<file path="src/rtl/prog_loader.sv">
// rtl/prog_loader.sv - streamed program loader: writes N words at base B into imem, then releases CPU reset (optional checksum: PROG_LOADER_CHECKSUM_EN)
module prog_loader #(
  parameter int DATA_W         = 16,
  parameter int ADDR_W         = 16,
  parameter int RELEASE_CYCLES = 4
) (
  input  logic              clk,
  input  logic              reset,
  input  logic              start,
  input  logic              in_valid,
  input  logic [DATA_W-1:0] in_data,
  output logic              in_ready,
  output logic              imem_we,
  output logic [ADDR_W-1:0] imem_addr,
  output logic [DATA_W-1:0] imem_wdata,
  output logic              cpu_reset,
  output logic              done,
  output logic              error
);

  typedef enum logic [2:0] {
    S_IDLE    = 3'd0,
    S_LEN     = 3'd1,
    S_BASE    = 3'd2,
    S_DATA    = 3'd3,
`ifdef PROG_LOADER_CHECKSUM_EN
    S_CKSUM   = 3'd4,
`endif
    S_RELEASE = 3'd5,
    S_DONE    = 3'd6,
    S_ERR     = 3'd7
  } state_t;

  // Wide enough to hold base + length of any incoming word without wrapping.
  localparam int SW = ((DATA_W > ADDR_W) ? DATA_W : ADDR_W) + 2;
  localparam logic [SW-1:0] LIMIT = SW'(1) << ADDR_W;
  localparam logic [31:0] REL_LAST = (RELEASE_CYCLES > 0) ? 32'(RELEASE_CYCLES - 1) : 32'd0;

  state_t            state;
  logic [ADDR_W:0]   len_q;
  logic [ADDR_W:0]   idx_q;
  logic [ADDR_W:0]   addr_q;
  logic [31:0]       rel_cnt;
`ifdef PROG_LOADER_CHECKSUM_EN
  logic [DATA_W-1:0] sum_q;
`endif

  logic [SW-1:0] end_excl;
  logic          len_too_big;
  logic          last_word;

  // One past the last address that the session would write (base word is on in_data).
  assign end_excl    = SW'(in_data) + SW'(len_q);
  assign len_too_big = SW'(in_data) > LIMIT;
  assign last_word   = (idx_q == (len_q - (ADDR_W+1)'(1)));

  // Accept words only in the header/payload states; reset blocks acceptance at once.
  always_comb begin
    in_ready = 1'b0;
    case (state)
      S_LEN, S_BASE, S_DATA: in_ready = reset;
`ifdef PROG_LOADER_CHECKSUM_EN
      S_CKSUM:               in_ready = reset;
`endif
      default:               in_ready = 1'b0;
    endcase
  end

  assign imem_we    = reset && (state == S_DATA) && in_valid;
  assign imem_addr  = imem_we ? addr_q[ADDR_W-1:0] : '0;
  assign imem_wdata = imem_we ? in_data : '0;

  assign cpu_reset  = (state != S_DONE);
  assign done       = (state == S_DONE);
  assign error      = (state == S_ERR);

  // Session FSM with length/base checks, address walk and release timer.
  always_ff @(posedge clk) begin
    if (!reset) begin
      state   <= S_IDLE;
      len_q   <= '0;
      idx_q   <= '0;
      addr_q  <= '0;
      rel_cnt <= '0;
`ifdef PROG_LOADER_CHECKSUM_EN
      sum_q   <= '0;
`endif
    end else begin
      case (state)
        S_IDLE, S_DONE, S_ERR: begin
          if (start) begin
            state   <= S_LEN;
            len_q   <= '0;
            idx_q   <= '0;
            addr_q  <= '0;
            rel_cnt <= '0;
`ifdef PROG_LOADER_CHECKSUM_EN
            sum_q   <= '0;
`endif
          end
        end
        S_LEN: begin
          if (in_valid) begin
            len_q <= (ADDR_W+1)'(in_data);
            state <= ((in_data == '0) || len_too_big) ? S_ERR : S_BASE;
          end
        end
        S_BASE: begin
          if (in_valid) begin
            addr_q <= (ADDR_W+1)'(in_data);
            idx_q  <= '0;
            state  <= (end_excl > LIMIT) ? S_ERR : S_DATA;
          end
        end
        S_DATA: begin
          if (in_valid) begin
            addr_q  <= addr_q + (ADDR_W+1)'(1);
            idx_q   <= idx_q + (ADDR_W+1)'(1);
            rel_cnt <= '0;
`ifdef PROG_LOADER_CHECKSUM_EN
            sum_q   <= sum_q + in_data;
            if (last_word) state <= S_CKSUM;
`else
            if (last_word) state <= S_RELEASE;
`endif
          end
        end
`ifdef PROG_LOADER_CHECKSUM_EN
        S_CKSUM: begin
          if (in_valid) state <= (in_data == sum_q) ? S_RELEASE : S_ERR;
        end
`endif
        S_RELEASE: begin
          if (rel_cnt == REL_LAST) state <= S_DONE;
          else rel_cnt <= rel_cnt + 32'd1;
        end
        default: state <= S_IDLE;
      endcase
    end
  end

endmodule

</file>
<file path="config.mk">
export PLATFORM = sky130hd
export DESIGN_NAME = prog_loader
export DESIGN_NICKNAME = d
export VERILOG_FILES = /design/src/rtl/prog_loader.sv
export SDC_FILE = /design/constraint.sdc
export NUM_CORES = 1
export LEC_CHECK = 0
export CORE_UTILIZATION = 31
export CTS_BUF_LIST = sky130_fd_sc_hd__clkbuf_4
export CTS_CLUSTER_SIZE = 16
export DETAILED_ROUTE_END_ITERATION = 8
export PLACE_DENSITY_LB_ADDON = 0.15
export SYNTH_ARGS = -nofsm -noshare
export SYNTH_HDL_FRONTEND = slang
export SYNTH_SLANG_ARGS = --single-unit
</file>
<file path="constraint.sdc">
create_clock -name clk -period 8.2 [get_ports clk]
set_input_delay 2.46 -clock clk [delete_from_list [all_inputs] [get_ports clk]]
set_output_delay 2.46 -clock clk [all_outputs]
set_load 0.05 [all_outputs]
</file>
# Word-level counts from Yosys, hierarchy flattened
# Index checks and enable logic that the tools add are counted.
[classes] muxes=24 div_mod_pow=0 n_bitwise=0 magnitude_cmp=1 reduce_logical=13 eq_ne=16 n_shift=0 multipliers=0 n_addsub=5
[ops] cell="$pmux 17 s3" count=2
[ops] cell="$mux 32" count=3
[ops] cell="$pmux 32 s3" count=1
[ops] cell="$mux 17" count=5
[ops] cell="$add 17x1->17 const B" count=2
[ops] cell="$pmux 17 s2" count=1
[ops] cell="$add 32x1->32 const B" count=1
[ops] cell="$eq 32x2->1 const B" count=1
[ops] cell="$mux 16" count=2
[ops] cell="$mux 3" count=8
[ops] cell="$add 16x17->18" count=1
[ops] cell="$gt 18x17->1 const B" count=1
[ops] cell="$eq 17x17->1" count=1
[ops] cell="$sub 17x1->17 const B" count=1
[ops] cell="$logic_not 16->1" count=1
[ops] cell="$pmux 3 s5" count=1
[ops] cell="$ne 2x2->1 const B" count=7
[ops] cell="$eq 3x3->1 const B" count=3
[ops] cell="$reduce_and 4->1" count=2
[ops] cell="$eq 3x2->1 const B" count=2
[ops] cell="$reduce_and 6->1" count=1
[ops] cell="$reduce_bool 3->1" count=2
[ops] cell="$reduce_or 3->1" count=2
[ops] cell="$eq 3x1->1 const B" count=1
[ops] cell="other kinds (6)" count=7
[word_totals] regBits=86 latchBits=0 mem_bits_rw=0 memories=0 mem_bits_ro=0

# Logic depth before layout (Yosys ltp)
[logic_depth] ltp_word=5 ltp_mapped=11

# Least setup slack after synthesis
# No wires, ideal clock.
[synth_path] path_kind="in2out" from="input reset" to="output in_ready" path_buffers=1 required_time_ns=5.740 path_slack_ns=1.965 cell_stages=2 arrival_ns=3.775 cell_sequence="buf_2 nor3b_1"
[synth_between] elab_chain_len=1
[synth_rtl] item="from (decl)" line="8" text="input logic reset,"
[synth_rtl] item="$mux 1" line="60" text="case (state)"
[synth_rtl] item="to (decl)" line="12" text="output logic in_ready,"
# Every way passes these cells.

# Worst setup path after layout
[layout_path] from="input reset" to="output imem_wdata[4]"
[layout_between] elab_chain_len=3
[layout_rtl] item="$logic_and 1x1->1 (2 in a row)" line="69" text="assign imem_we = reset && (state == S_DATA) && in_valid;"
[layout_rtl] item="$mux 16" line="71" text="assign imem_wdata = imem_we ? in_data : '0;"
[layout_rtl] item="to (decl)" line="15" text="output logic [DATA_W-1:0] imem_wdata,"
# Every way passes these cells.

==> results_dict.tcl <==
set metrics [dict create \
    status "finished, final reports clean" \
    via_per_inst 5.36 \
    slowest_stage "inv_1" \
    cp-startpoint "reset" \
    cts_root_buf "clkbuf_4" \
    period_minus_slack_ps 7280 \
    gp_congestion 0.823 \
    powerDensity_mw_per_mm2 188 \
    dp_hpwl_mm 12.2 \
    hold_class "reg2reg" \
    placed_cell_area_mm2 0.00665 \
    cts_resized 0 \
    setup_viol 0 \
    synth_compound_area_frac 0.195 \
    finalMaxSlewViolations 0 \
    overflow 0 \
    grtUsageTotal 0.180 \
    fin_nets 813 \
    synth_edf_count 0 \
    drtIter0Drc 343 \
    maxSlewHeadroom 0.215 \
    path_class "in2out" \
    synth_xor_area_frac 0.101 \
    cp-end-kind "primary output" \
    seq_area_frac_synth 0.298 \
    synthTopCellsByCount "94 x nor2_1, 84 x dfxtp_1, 66 x nand2_1" \
    tns_ps 0 \
    grt_first_pass_wirelength_mm 26.0 \
    grt_max_degree 32 \
    fin_crit_sh 0.888 \
    yosysMostFrequentCell "nor2_1" \
    die-area_mm2 0.0188 \
    synthAdderAreaFrac 0.0479 \
    rsz0062_at_grt "no" \
    cp_max_fo 31 \
    dp_cells 986 \
    die_w_um 137 \
    cts_setup_buffers 0 \
    clk_pin_slew_worst_paths_ps 120 \
    crit_chain "clkdlybuf4s50_1 > buf_4 > nand3_1 > inv_1 > and2_1 > buf_12" \
    drv_cap 0 \
    crit_path_start_kind "primary input" \
    finalPower_mw 1.27 \
    htree_levels 3 \
    start_util 0.322 \
    synth_cell_types 69 \
    drc_errors 0 \
    dieHeight_um 137 \
    fp.coreArea_mm2 0.0175 \
    wl_mm 16.3 \
    synth_top_family_by_area "simple AND/OR/NAND/NOR gates" \
    yosysTopAreaCell "dfxtp_1" \
    worst_pin_slew_ps 1170 \
    finClkSkew_ps 15.3 \
    hold_viol_final 0 \
    finalInstanceArea_mm2 0.00677 \
    num_vias 5375 \
    r2r_start "len_q[0]$_SDFFE_PN0P_" \
    crit_required_ps 5740 \
    synth.area.mux_share 0.0113 \
    postCtsHoldBufs 0 \
    avgRoutedWirePerCell_um 16.2 \
    syn-num-nets 775 \
    numCtsBuffers 9 \
    grt_pass1_vias 4878 \
    synthFlopType "dfxtp_1" \
    worstSkewPairLatency_ps 470 \
    drive_above_1_share 0.0849 \
    yosys.area_share.simple 0.309 \
    antenna_found_initial 1 \
    synth_seq_cells 84 \
    syn2layout_area_growth_pct 19.9 \
    numClockSinks 84 \
    cpPeakStageDelay_ps 680 \
    clk_path_buf_depth 2 \
    pin_count 57 \
    place_ws_ps 912 \
    fin_ws_ps 922 \
    drt_pre_antenna_iters 7 \
    power_leakage_nw 2.41 \
    ir_drop_v 0.000104 \
    avgSynthCellArea_um2 7.69 \
    io_buffers 56 \
    synth_async_sr_flop_share 0 \
    fin_cells 1003 \
    ys_warn_count 0 \
    syn_inst 734 \
    arrival_ps 4820 \
    synth.top_cell.area_share 0.298 \
    cts_tree "built" \
    ant_nets 0 \
    worstHoldStart "addr_q[15]$_SDFFE_PN0P_" \
    synthTopCellsByArea "dfxtp_1 30%, xor2_1 6.8%, nor2_1 6.2%" \
    syn_area_mm2 0.00565 \
    max_freq_mhz 137 \
    row_count 48 \
]
==> per-layer routing <==
metal  GRT usage  routed length, um  vias to the layer above  share of wire
li1            -                  -                     2712              -
met1       0.246               7940                     2531           0.49
met2       0.285               7440                      114           0.46
met3      0.0341                669                       18          0.041
met4      0.0513                208                        0          0.013
met5           0                  0                        -              0
==> cell families after synthesis <==
| group | count (synthesis) |
|---|---|
| AND/OR/NAND/NOR | 344 |
| multiplexers | 6 |
| AO/OA/AOI/OAI | 162 |
| flip-flops | 84 |
| XOR/XNOR | 65 |
| buffers and inverters | 52 |
| adder cells (fa/ha/maj) | 21 |
==> final cells by class <==
cell class	count	area [um^2]
Fill cell	1829	10800
Multi-Input combinational cell	598	3760
Sequential cell	84	1680
Timing Repair Buffer	60	858
Tap cell	225	282
Inverter	19	71.3
Clock buffer	9	67.6
Clock inverter	7	51.3
Antenna cell	1	2.50
==> flip-flops by register name, summed over array words and instances (netlist names) <==
| signal | count |
|---|---|
| state | 3 |
| len_q | 16 |
| rel_cnt | 32 |
| idx_q | 17 |
| addr_q | 16 |
==> layout by cell type (no fill, tap or decap), types with 4 or more instances in the layout <==
| cell type | synthesis | final |
|---|---|---|
| nand4_1 | 10 | 10 |
| ha_1 | 20 | 20 |
| nor2b_1 | 6 | 6 |
| a32oi_1 | 6 | 6 |
| a211oi_1 | 9 | 9 |
| a22oi_1 | 8 | 8 |
| o211ai_1 | 5 | 5 |
| or3_1 | 11 | 11 |
| clkbuf_4 | 0 | 9 |
| inv_1 | 19 | 19 |
| o21ai_1 | 4 | 4 |
| xor2_1 | 44 | 44 |
| a21oi_1 | 28 | 28 |
| dfxtp_1 | 84 | 84 |
| o21ai_0 | 41 | 40 |
| xnor2_1 | 21 | 21 |
| buf_12 | 0 | 27 |
| a21boi_0 | 18 | 18 |
| and3_1 | 16 | 16 |
| and2_1 | 31 | 31 |
| nand2_1 | 66 | 66 |
| nor2_1 | 94 | 94 |
| o21a_1 | 6 | 6 |
| nor4_1 | 16 | 16 |
| nor3_1 | 14 | 14 |
| a31oi_1 | 5 | 5 |
| nand3_1 | 49 | 49 |
| clkdlybuf4s50_1 | 0 | 28 |
| buf_4 | 0 | 5 |
| nor3b_1 | 6 | 6 |
==> worst paths after layout <==
| path | endpoint | slack [ps] | cells after the start |
|---|---|---|---|
| max | imem_wdata[4] | 920 | 6 |
| min | addr_q[15]$_SDFFE_PN0P_ | 500 | 2 |
| max reg2reg | state[2]$_SDFFE_PN0P_ | 4410 | 10 |
| min reg2reg | addr_q[15]$_SDFFE_PN0P_ | 500 | 2 |
==> critical path, delay by kind of cell <==
kind	cells	cell delay, ps
buffers and inverters	4	1560
and+or+nand+nor	2	780
==> stage by stage <==
stage | hold WS [ps] | util
after global placement | 482 | 0.379
after CTS | 511 | 0.386
after floorplan | 460 | -
after detailed placement | 493 | 0.379
after global routing | 546 | 0.386
final | 504 | 0.386
==> report_power, final <==
group | switching [mW] | internal, mW | leakage (nW)
Clock | 0.157 | 0.0635 | 0.0627
Combinational | 0.345 | 0.214 | 1.67
Sequential | 0.0594 | 0.433 | 0.678
No activity file was read; power rests on OpenSTA's default activity.
